[config.mk]
export PLATFORM = sky130hd
export DESIGN_NAME = enemy_draw
export DESIGN_NICKNAME = d
export VERILOG_FILES = /design/src/rtl/enemy_draw_pkg.sv /design/src/rtl/sprite_scan_counter.sv /design/src/rtl/enemy_draw.sv
export SDC_FILE = /design/constraint.sdc
export NUM_CORES = 1
export LEC_CHECK = 0
export CAP_MARGIN = 20
export CORE_UTILIZATION = 40
export DETAILED_ROUTE_END_ITERATION = 12
export SYNTH_ARGS = -nofsm -noshare
export SYNTH_HDL_FRONTEND = slang
export SYNTH_HIERARCHICAL = 1
export SYNTH_SLANG_ARGS = --single-unit
[constraint.sdc]
create_clock -name i_clk -period 5.9 [get_ports i_clk]
set_clock_uncertainty 0.2 [all_clocks]
set_input_delay 1.18 -clock i_clk [delete_from_list [all_inputs] [get_ports i_clk]]
set_output_delay 1.18 -clock i_clk [all_outputs]
set_load 0.01 [all_outputs]
[src/rtl/enemy_draw_pkg.sv]
// Shared types and screen constants for the sprite drawers (enemy and self).
package enemy_draw_pkg;

    typedef enum logic [1:0] {
        ST_IDLE  = 2'd0,
        ST_ERASE = 2'd1,
        ST_DRAW  = 2'd2,
        ST_DONE  = 2'd3
    } draw_state_t;

    localparam int SCREEN_W = 160;
    localparam int SCREEN_H = 120;

    localparam logic [2:0] BLACK   = 3'b000;
    localparam logic [2:0] BLUE    = 3'b001;
    localparam logic [2:0] GREEN   = 3'b010;
    localparam logic [2:0] CYAN    = 3'b011;
    localparam logic [2:0] RED     = 3'b100;
    localparam logic [2:0] MAGENTA = 3'b101;
    localparam logic [2:0] YELLOW  = 3'b110;
    localparam logic [2:0] WHITE   = 3'b111;

endpackage

[src/rtl/sprite_scan_counter.sv]
// Row-major scan counter over a SIZE x SIZE sprite; shared by the enemy and self drawers.
module sprite_scan_counter #(
    parameter int SIZE = 4
) (
    input  logic                      i_clk,
    input  logic                      i_reset,
    input  logic                      i_clear,
    input  logic                      i_en,
    output logic [$clog2(SIZE)-1:0]   o_col,
    output logic [$clog2(SIZE)-1:0]   o_row,
    output logic                      o_last
);

    localparam int LW = $clog2(SIZE);

    logic [2*LW-1:0] r_k;

    always_ff @(posedge i_clk) begin
        if (i_reset || i_clear) begin
            r_k <= '0;
        end else if (i_en) begin
            r_k <= r_k + 1'b1;
        end
    end

    // SIZE is a power of two, so col/row are just the low/high halves of k.
    assign o_col  = r_k[LW-1:0];
    assign o_row  = r_k[2*LW-1:LW];
    assign o_last = &r_k;

endmodule

[src/rtl/enemy_draw.sv]
// Enemy sprite mover: erases the square at its old position, then draws it at the new one.
module enemy_draw
    import enemy_draw_pkg::*;
#(
    parameter int         SIZE        = 4,
    parameter int         X_MAX       = SCREEN_W - 1,
    parameter int         Y_MAX       = SCREEN_H - 1,
    parameter logic [2:0] ERASE_COLOR = BLACK
) (
    input  logic       i_clk,
    input  logic       i_reset,
    input  logic       i_go,
    input  logic [7:0] i_x_in,
    input  logic [7:0] i_y_in,
    input  logic [2:0] i_color_in,
    output logic [7:0] o_x,
    output logic [7:0] o_y,
    output logic [2:0] o_color,
    output logic       o_plot,
    output logic       o_busy,
    output logic       o_done
);

    localparam int LW = $clog2(SIZE);

    draw_state_t r_state;
    draw_state_t w_state_next;

    logic [7:0] r_old_x;
    logic [7:0] r_old_y;
    logic [7:0] r_new_x;
    logic [7:0] r_new_y;
    logic [2:0] r_new_c;
    logic       r_old_valid;

    logic [LW-1:0] w_col;
    logic [LW-1:0] w_row;
    logic          w_last;
    logic          w_k_clear;
    logic          w_k_en;

    logic [7:0] w_base_x;
    logic [7:0] w_base_y;
    logic [8:0] w_x_sum;
    logic [8:0] w_y_sum;

    // k restarts on entry to each sweep; the ERASE->DRAW handoff clears it explicitly.
    assign w_k_clear = (r_state == ST_IDLE) || (r_state == ST_DONE) ||
                       ((r_state == ST_ERASE) && w_last);
    assign w_k_en    = (r_state == ST_ERASE) || (r_state == ST_DRAW);

    sprite_scan_counter #(
        .SIZE (SIZE)
    ) u_scan (
        .i_clk   (i_clk),
        .i_reset (i_reset),
        .i_clear (w_k_clear),
        .i_en    (w_k_en),
        .o_col   (w_col),
        .o_row   (w_row),
        .o_last  (w_last)
    );

    always_ff @(posedge i_clk) begin
        if (i_reset) begin
            r_state     <= ST_IDLE;
            r_old_x     <= '0;
            r_old_y     <= '0;
            r_new_x     <= '0;
            r_new_y     <= '0;
            r_new_c     <= '0;
            r_old_valid <= 1'b0;
        end else begin
            r_state <= w_state_next;
            if ((r_state == ST_IDLE) && i_go) begin
                r_new_x <= i_x_in;
                r_new_y <= i_y_in;
                r_new_c <= i_color_in;
            end
            if (r_state == ST_DONE) begin
                r_old_x     <= r_new_x;
                r_old_y     <= r_new_y;
                r_old_valid <= 1'b1;
            end
        end
    end

    always_comb begin
        w_state_next = r_state;
        case (r_state)
            ST_IDLE: begin
                if (i_go) begin
                    w_state_next = r_old_valid ? ST_ERASE : ST_DRAW;
                end
            end
            ST_ERASE: begin
                if (w_last) begin
                    w_state_next = ST_DRAW;
                end
            end
            ST_DRAW: begin
                if (w_last) begin
                    w_state_next = ST_DONE;
                end
            end
            ST_DONE: w_state_next = ST_IDLE;
            default: w_state_next = ST_IDLE;
        endcase
    end

    assign w_base_x = (r_state == ST_ERASE) ? r_old_x : r_new_x;
    assign w_base_y = (r_state == ST_ERASE) ? r_old_y : r_new_y;
    // Nine-bit sums so a sprite hanging off the right/bottom edge is clipped, not wrapped.
    assign w_x_sum  = {1'b0, w_base_x} + 9'(w_col);
    assign w_y_sum  = {1'b0, w_base_y} + 9'(w_row);

    always_comb begin
        o_x     = '0;
        o_y     = '0;
        o_color = '0;
        o_plot  = 1'b0;
        if ((r_state == ST_ERASE) || (r_state == ST_DRAW)) begin
            o_x     = w_x_sum[7:0];
            o_y     = w_y_sum[7:0];
            o_color = (r_state == ST_ERASE) ? ERASE_COLOR : r_new_c;
            o_plot  = (w_x_sum <= 9'(X_MAX)) && (w_y_sum <= 9'(Y_MAX));
        end
    end

    assign o_busy = (r_state != ST_IDLE);
    assign o_done = (r_state == ST_DONE);

endmodule

* After elaboration in Yosys (flattened, before gate mapping)
Index checks and enable logic that the tools add are counted.
Storage, ports and cells: register bits 42, input bits 22, output and inout port bits 22
Operators by class: $add $sub $neg 3, $lt $le $gt $ge 2, eq/ne operators 6, mux-type cells 12, reductions and logical operators 11
Operators with widths (count):
- 8-bit two-way mux | 4
- 8-bit by 2-bit adder with 9-bit output | 2
- 9-bit by 7-bit <= comparator with 1-bit output (second input constant) | 1
- 9-bit by 8-bit <= comparator with 1-bit output (second input constant) | 1
- 2-bit two-way mux | 4
- 2-bit case mux with 4 select lines | 1
- 3-bit two-way mux | 2
- 2-bit != test (second input constant) | 3
- 4-bit by 1-bit adder with 4-bit output (second input constant) | 1
- 2-bit == test (second input constant) | 2
- 1-bit logical OR | 4
- 4-bit AND reduction | 1
- 1-bit logical AND | 3
- 3-bit AND reduction | 1
- 2-bit by 1-bit == test with 1-bit output (second input constant) | 1
- 2-bit zero test | 1
- 2-bit nonzero test | 1
- 1-bit two-way mux | 1

* Longest topological paths before layout
Gate-level depths: netlist of the first run.
word-level depth 6, gate-level depth with buffers 14, mapped depth without buffers 10

* Modules after synthesis
The synthesis of the first run kept the hierarchy.
Modules (own cells, without submodules):
- enemy_draw | instances 1, cells an instance 271, area each 2267.2 µm²
- sprite_scan_counter | instances 1, cells an instance 18, area each 193.9 µm²

* Worst setup path before layout of the first run
No wires, ideal clock.
kind register to output, from reg r_state[1], to out o_plot, data arrival time 3.064 ns, path slack 1.456 ns, cell stages (with the launch flop) 15, buffers on the path 4, cell sequence dfxtp_1 > inv_1 > ha_1 > buf_6 > buf_8 > clkbuf_8 > buf_2 > mux2_2 > ha_1 > inv_1 > fa_1 > o21a_1 > or4_1 > a211oi_2 > nor4_2
Between the ends: cells in the longest elaborated chain, start to end 6, elaborated cells between the ends (all ways) 11, those cells by class 2 x add/sub; 2 x order compare; 2 x eq/ne; 3 x mux; 2 x reduce/logical
Ends and longest elaborated chain:
- start: declaration | line enemy_draw.sv:26 | draw_state_t r_state;
- start signal: assignment | line enemy_draw.sv:74 | r_state <= w_state_next;
- 2-bit by 1-bit == test with 1-bit output | line enemy_draw.sv:111, enemy_draw.sv:112, enemy_draw.sv:122
- 8-bit two-way mux, on equally long branches | line enemy_draw.sv:111, enemy_draw.sv:112
- 8-bit by 2-bit adder with 9-bit output, on equally long branches | line enemy_draw.sv:114, enemy_draw.sv:115
- 9-bit by 8-bit <= comparator with 1-bit output / 9-bit by 7-bit <= comparator with 1-bit output (equally long branches) | line enemy_draw.sv:126 | o_plot = (w_x_sum <= 9'(X_MAX)) && (w_y_sum <= 9'(Y_MAX));
- 1-bit logical AND | line enemy_draw.sv:126
- 1-bit two-way mux (*) | line enemy_draw.sv:122 | if ((r_state == ST_ERASE) || (r_state == ST_DRAW)) begin
- end: declaration | line enemy_draw.sv:19 | output logic o_plot,
Mark *: on every way between the ends. The rest lies on a longest branch, timed or not.

* Worst setup path after layout of the first run
Ends and elaborated chain as after synthesis.

==> results.json, run 1 <==
{
  "synth.largest_area_cell": "dfxtp_1",
  "synth_edf_count": 0,
  "core_area_um2": 5920,
  "r2r-start": "r_state[0]$_SDFFE_PP0P_",
  "gp_congestion": 0.774,
  "synthesis.nets": 323,
  "syn_area_um2": 2460,
  "power.density_nw_per_um2": 343,
  "initial_core_util_pct": 41.6,
  "yosys_most_used_dff": "dfxtp_1",
  "synth-seq-cells": 42,
  "min_from": "r_new_c[2]$_SDFFE_PP0P_",
  "grt_pass1_vias": 1893,
  "leakage_uw": 0.00109,
  "slowest_delay_ns": 0.50,
  "crit_buf_inv": 4,
  "avgSynthCellArea_um2": 8.52,
  "vias": 2072,
  "clk_path_buf_depth": 2,
  "synthArstFlopShare_pct": 0,
  "yosysTopAreaCellShare_pct": 34.2,
  "max_slew_margin_pct": 36.3,
  "avgViaCountPerCell": 5.12,
  "clkSinkCount": 42,
  "total_power_uw": 1040,
  "num_antenna_cells": 0,
  "synth.distinct_cells": 45,
  "ys_top_cells_by_area": "dfxtp_1 (34%), mux2i_1 (11%), nand2_1 (7.0%)",
  "fin_setup_tns_ns": 0,
  "dpl.hpwl_mm": 3.81,
  "syn_to_final_growth_pct": 23.8,
  "drive_above_1_share_pct": 9.09,
  "wirelength_mm": 5.48,
  "slew_viol_final": 0,
  "cts-root-buf": "clkbuf_8",
  "grt_setup_unrepaired": "no",
  "fp.dieArea_um2": 6470,
  "start_kind": "flop",
  "holdWs_ns": 0.252,
  "grt_pass1_wl_mm": 9.38,
  "fin_crit_ns": 5.23,
  "cts-buffers-inserted": 5,
  "antenna_found_initial": 0,
  "ys.warnings.count": 6,
  "worstPathRequired_ns": 4.52,
  "critical_path.cell_chain": "inv_1 > ha_1 > buf_4 > mux2_2 > ha_1 > inv_1 > fa_1 > o21a_1 > or4_1 > a211oi_2 > nor4_2 > clkdlybuf4s50_1",
  "clkTransAtPathRegs_ns": 0.08,
  "startpoint": "r_state[1]$_SDFFE_PP0P_",
  "status": "completed",
  "die_y_um": 80.4,
  "worst_pin_slew_ns": 0.952,
  "crit_slowest_cell": "fa_1",
  "crit_fanout": 16,
  "maxCapViolations": 0,
  "placementRows": 28,
  "io_pins": 44,
  "drt_iter0_markers": 77,
  "wl_per_cell_um": 13.5,
  "route.detailed.drc": 0,
  "drtAntennaViolNets": 0,
  "critical_path_class": "flop to output pin",
  "track_usage_pct": 19.0,
  "portBuffers": 43,
  "final-hold-violation-count": 0,
  "cts_tree": "yes",
  "setup_violations": 0,
  "cts_setup_buffers": 0,
  "syn_inst": 289,
  "hold_class": "flop to flop",
  "clock_latency_ns": 0.29,
  "vdd_ir_drop_max_mv": 0.216,
  "postCtsHoldBufs": 0,
  "overflow": 0,
  "nNetsFinal": 363,
  "cp_top_family": "adder cells",
  "synth_seq_area_share_pct": 34.2,
  "cp.arrival_ns": 3.85,
  "cts-resized-gates": 0,
  "grt_max_degree": 25,
  "fmax_mhz": 191,
  "htreeDepth": 2,
  "dieWidth_um": 80.4,
  "finalCritPeriodShare_pct": 88.7,
  "first_pass_iters": 4,
  "end_kind": "output pin"
}
path summary, 6_finish.rpt:
path,endpoint,slack [ns],cells past startpoint
setup / recovery,o_plot,0.67,12
hold / removal,r_new_c[2]$_SDFFE_PP0P_,0.25,2
setup reg to reg,r_state[1]$_SDFFE_PP0P_,3.71,6
hold reg to reg,r_new_c[2]$_SDFFE_PP0P_,0.25,2
stage by stage:
stage          util, %  setup slack, ns  std cells  instance area (um2)
6_report          51.5            0.666        405                 3050
5_1_grt           51.5            0.419        405                 3050
4_1_cts           51.0            0.617        404                 3020
3_5_place_dp      49.4            0.965        396                 2920
3_3_place_gp      49.4             1.06        396                 2920
2_1_floorplan        -             1.46        289                 2460
layer usage:
metal | vias up | GRT usage, % | wire length, um
met5 | - | 0 | 0
met4 | 0 | 6.07 | 57
met3 | 8 | 3.52 | 158
met2 | 37 | 29.7 | 2600
met1 | 968 | 26.1 | 2670
li1 | 1059 | - | -
cells in the final DEF, fill, tap and decap left out, types with 2 or more instances in the layout:
| cell type | n |
|---|---|
| a211oi_1 | 5 |
| a211oi_2 | 2 |
| a21oi_1 | 25 |
| and2_1 | 6 |
| buf_4 | 3 |
| clkbuf_8 | 6 |
| clkdlybuf4s50_1 | 43 |
| dfxtp_1 | 42 |
| fa_1 | 2 |
| ha_1 | 10 |
| inv_1 | 10 |
| mux2_2 | 5 |
| mux2_4 | 2 |
| mux2i_1 | 27 |
| nand2_1 | 46 |
| nand3_1 | 4 |
| nand3b_1 | 5 |
| nor2_1 | 40 |
| nor3_1 | 4 |
| nor3b_1 | 2 |
| nor4_2 | 2 |
| o21ai_0 | 4 |
| xnor2_1 | 7 |
| xor2_1 | 7 |
worst register-to-register path, stage by stage, from the launching register on:
cell      delay (ns)
dfxtp_1         0.36
inv_1           0.10
ha_1            0.52
inv_1           0.38
mux2i_1         0.23
nor2_1          0.06
a211oi_1        0.24
power by group:
group,switching [uW],internal [uW],total [uW]
logic,280,218,498
registers,31.0,317,348
clock network,104,94.2,198
total,415,630,1040
layout make-up:
| cell class | count | area, um2 |
|---|---|---|
| tap | 75 | 93.8 |
| multi-input combinational | 223 | 1500 |
| fill | 585 | 2870 |
| clock inverter | 2 | 12.5 |
| inverter | 10 | 37.5 |
| clock buffer | 6 | 82.6 |
| timing repair buffer | 47 | 480 |
| sequential | 42 | 841 |
registers in the layout, indices dropped and copies added (netlist names):
signal and cells:
r_new_x 8, r_new_y 8, u_scan/r_k 4, r_old_valid 1, r_new_c 3, r_old_y 8
r_old_x 8, r_state 2
synth_stat cells, types with 5 or more instances:
master	n
mux2i_1	27
nand3b_1	5
mux2_2	5
dfxtp_1	42
inv_1	10
xnor2_1	7
a211oi_1	5
nor2_1	40
a21oi_1	25
nand2_1	46
and2_1	6
ha_1	10
clkbuf_1	8
xor2_1	7
logic make-up (layout without fill, tap and decap cells):
| family | Yosys count | after routing | synth area share, % |
|---|---|---|---|
| buf+inv | 24 | 65 | 4.93 |
| mux | 35 | 35 | 15.4 |
| fa+ha+maj | 12 | 12 | 6.71 |
| compound gates | 43 | 43 | 10.9 |
| xor+xnor | 14 | 14 | 4.98 |
| simple gates | 119 | 119 | 22.9 |
| flops | 42 | 42 | 34.2 |
Note: power is estimated with default switching activity, not from simulation.
==> run 2: changes to the inputs <==
Settings changed: CELL_PAD_IN_SITES_DETAIL_PLACEMENT set to 0, CELL_PAD_IN_SITES_GLOBAL_PLACEMENT set to 1, CORE_ASPECT_RATIO set to 2, GPL_TIMING_DRIVEN set to 0, PLACE_DENSITY_LB_ADDON set to 0.1.
==> run 2 against run 1 <==
  * The run now ends with DRC left
  * Non-clock buffer count increased by 10
  * Final area increased by 2.8%
  * Combinational power increased by 4.4%
  * Sequential share of layout area decreased by 0.76 points
  * Core utilization increased by 1.1 points
  * Via count increased by 1.7%
  * Register-to-register slack got worse by 0.04 ns
  * Sequential power about the same
  * First-iteration DRC count decreased by 12%
  * Global-route usage increased by 0.96 points
  * Critical path depth increased by 3
  * Critical path type unchanged
  * Largest power group unchanged
  * Highest routed layer unchanged
==> results.json, run 2 (synthesis gave the netlist of run 1 again) <==
{
  "status": "finished with violations",
  "failed_checks": "DRC",
  "clk_path_buf_depth": 2,
  "cts-root-buf": "clkbuf_16",
  "maxCapViolations": 0,
  "drive_above_1_share_pct": 8.53,
  "gp_congestion": 0.814,
  "final-hold-violation-count": 0,
  "r2r-start": "r_state[1]$_SDFFE_PP0P_",
  "critical_path_class": "flop to output pin",
  "postCtsHoldBufs": 0,
  "leakage_uw": 0.00114,
  "setup_violations": 0,
  "grt_setup_unrepaired": "no",
  "worst_pin_slew_ns": 0.685,
  "track_usage_pct": 19.9,
  "first_pass_iters": 8,
  "grt_pass1_vias": 2181,
  "mostFrequentLayoutCells": "nand2_1 (46), clkdlybuf4s50_1 (43), dfxtp_1 (42), nor2_1 (40), mux2i_1 (27)",
  "antenna_found_initial": 0,
  "cts_tree": "yes",
  "dpl.hpwl_mm": 4.58,
  "internal-power_uw": 747,
  "htreeDepth": 2,
  "start_kind": "flop",
  "pwr-share-comb_pct": 44.1,
  "cp.arrival_ns": 4.19,
  "swShare_pct": 36.6,
  "hold_class": "flop to flop",
  "fin_setup_tns_ns": 0,
  "regToRegSetupSlack_ns": 3.67,
  "hold_path_depth": 2,
  "clock_latency_ns": 0.28,
  "finalCritPeriodShare_pct": 94.4,
  "drt_iter0_markers": 68,
  "clkSinkCount": 42,
  "dieWidth_um": 57.5,
  "min_from": "r_new_c[2]$_SDFFE_PP0P_",
  "fill_cells": 586,
  "min_to": "r_new_c[2]$_SDFFE_PP0P_",
  "num_antenna_cells": 0,
  "drtAntennaViolNets": 0,
  "placementRows": 40,
  "r2r-end": "u_scan/r_k[3]$_SDFFE_PP0P_",
  "initial_core_util_pct": 41.3,
  "final_common_cell": "nand2_1",
  "syn_to_final_growth_pct": 27.3,
  "power.density_nw_per_um2": 376,
  "grt_pass1_wl_mm": 10.0,
  "reg2reg_depth": 10,
  "slew_viol_final": 0,
  "io_pins": 44,
  "power_frac_seq_pct": 29.6,
  "die_y_um": 113,
  "avgViaCountPerCell": 5.23,
  "overflow": 0,
  "fp.dieArea_um2": 6490,
  "cts-buffers-inserted": 5,
  "wl_per_cell_um": 14.9,
  "wirelength_mm": 6.00,
  "grt_max_degree": 13,
  "core_area_um2": 5960,
  "fmax_mhz": 180,
  "vdd_ir_drop_max_mv": 0.186,
  "fin_crit_ns": 5.57,
  "switchingPower_uw": 432,
  "max_slew_margin_pct": 54.4,
  "route.detailed.drc": 2,
  "power_frac_clock_pct": 26.3,
  "cts_setup_buffers": 0,
  "crit_fanout": 10,
  "utilization_pct": 52.6,
  "vias": 2107,
  "cts-resized-gates": 0,
  "end_kind": "output pin",
  "nNetsFinal": 373,
  "clkTransAtPathRegs_ns": 0.06,
  "worstPathRequired_ns": 4.52,
  "portBuffers": 43
}
-- run 2: cell types whose count changed in the layout (fill, tap and decap cells not counted), sizes merged --
cell	previous run	this run
buf	4	5
bufinv	0	1
clkbuf	6	16
clkinv	1	0
clkinvlp	1	0
-- run 2: area by class of cell --
cell class	instances	area (um2)	share of cell area, %
Tap cell	63	78.8	2.52
Timing Repair Buffer	43	430	13.7
Inverter	10	37.5	1.20
Clock inverter	1	30.0	0.958
Sequential cell	42	841	26.8
Buffer	14	83.8	2.68
Clock buffer	7	133	4.23
Multi-Input combinational cell	223	1500	47.8
-- run 2: stage by stage --
step | total power, uW | hold slack (ns) | std cells | setup slack (ns) | instance area (um2)
6_report | 1180 | 0.252 | 403 | 0.332 | 3130
5_1_grt | 1260 | 0.288 | 403 | 0.0880 | 3130
4_1_cts | 1200 | 0.252 | 403 | 0.302 | 3130
3_5_place_dp | 883 | 0.244 | 395 | 0.619 | 2970
3_3_place_gp | 881 | 0.238 | 395 | 0.640 | 2970
2_1_floorplan | 698 | 0.232 | 289 | 1.46 | 2460
-- run 2: power groups by stage --
stage / Clock, uW / Sequential [uW] / Combinational, uW
2_1_floorplan: 0 / 347 / 351
3_3_place_gp: 0 / 355 / 526
3_5_place_dp: 0 / 355 / 527
4_1_cts: 316 / 349 / 530
5_1_grt: 325 / 354 / 580
6_report: 310 / 349 / 520
-- run 2: routing by layer --
| metal | wire [um] | global-route usage [%] | vias up |
|---|---|---|---|
| met2 | 3440 | 39.5 | 42 |
| met1 | 2340 | 20.2 | 988 |
| met3 | 164 | 2.86 | 4 |
| li1 | - | - | 1073 |
| met4 | 59 | 6.50 | 0 |
| met5 | 0 | 0 | - |
-- run 2: critical path, cell delays in order (launching register included) --
cell and delay [ns]:
dfxtp_1 0.33, inv_1 0.14, ha_1 0.19, buf_6 0.15, buf_8 0.15, clkbuf_8 0.17, buf_2 0.28, mux2_2 0.21
ha_1 0.15, inv_1 0.06, fa_1 0.54, o21a_1 0.23, or4_1 0.49, a211oi_2 0.26, nor4_2 0.07, clkdlybuf4s50_1 0.48
-- run 2: worst max path at each step --
stage / end / start / depth (start not counted)
after floorplan: o_plot / r_state[1]$_SDFFE_PP0P_ / 14
after global placement: o_plot / r_state[1]$_SDFFE_PP0P_ / 15
after detailed placement: o_plot / r_state[1]$_SDFFE_PP0P_ / 15
after CTS: o_plot / r_state[1]$_SDFFE_PP0P_ / 15
after global routing: o_plot / r_state[1]$_SDFFE_PP0P_ / 15
final: o_plot / r_state[1]$_SDFFE_PP0P_ / 15
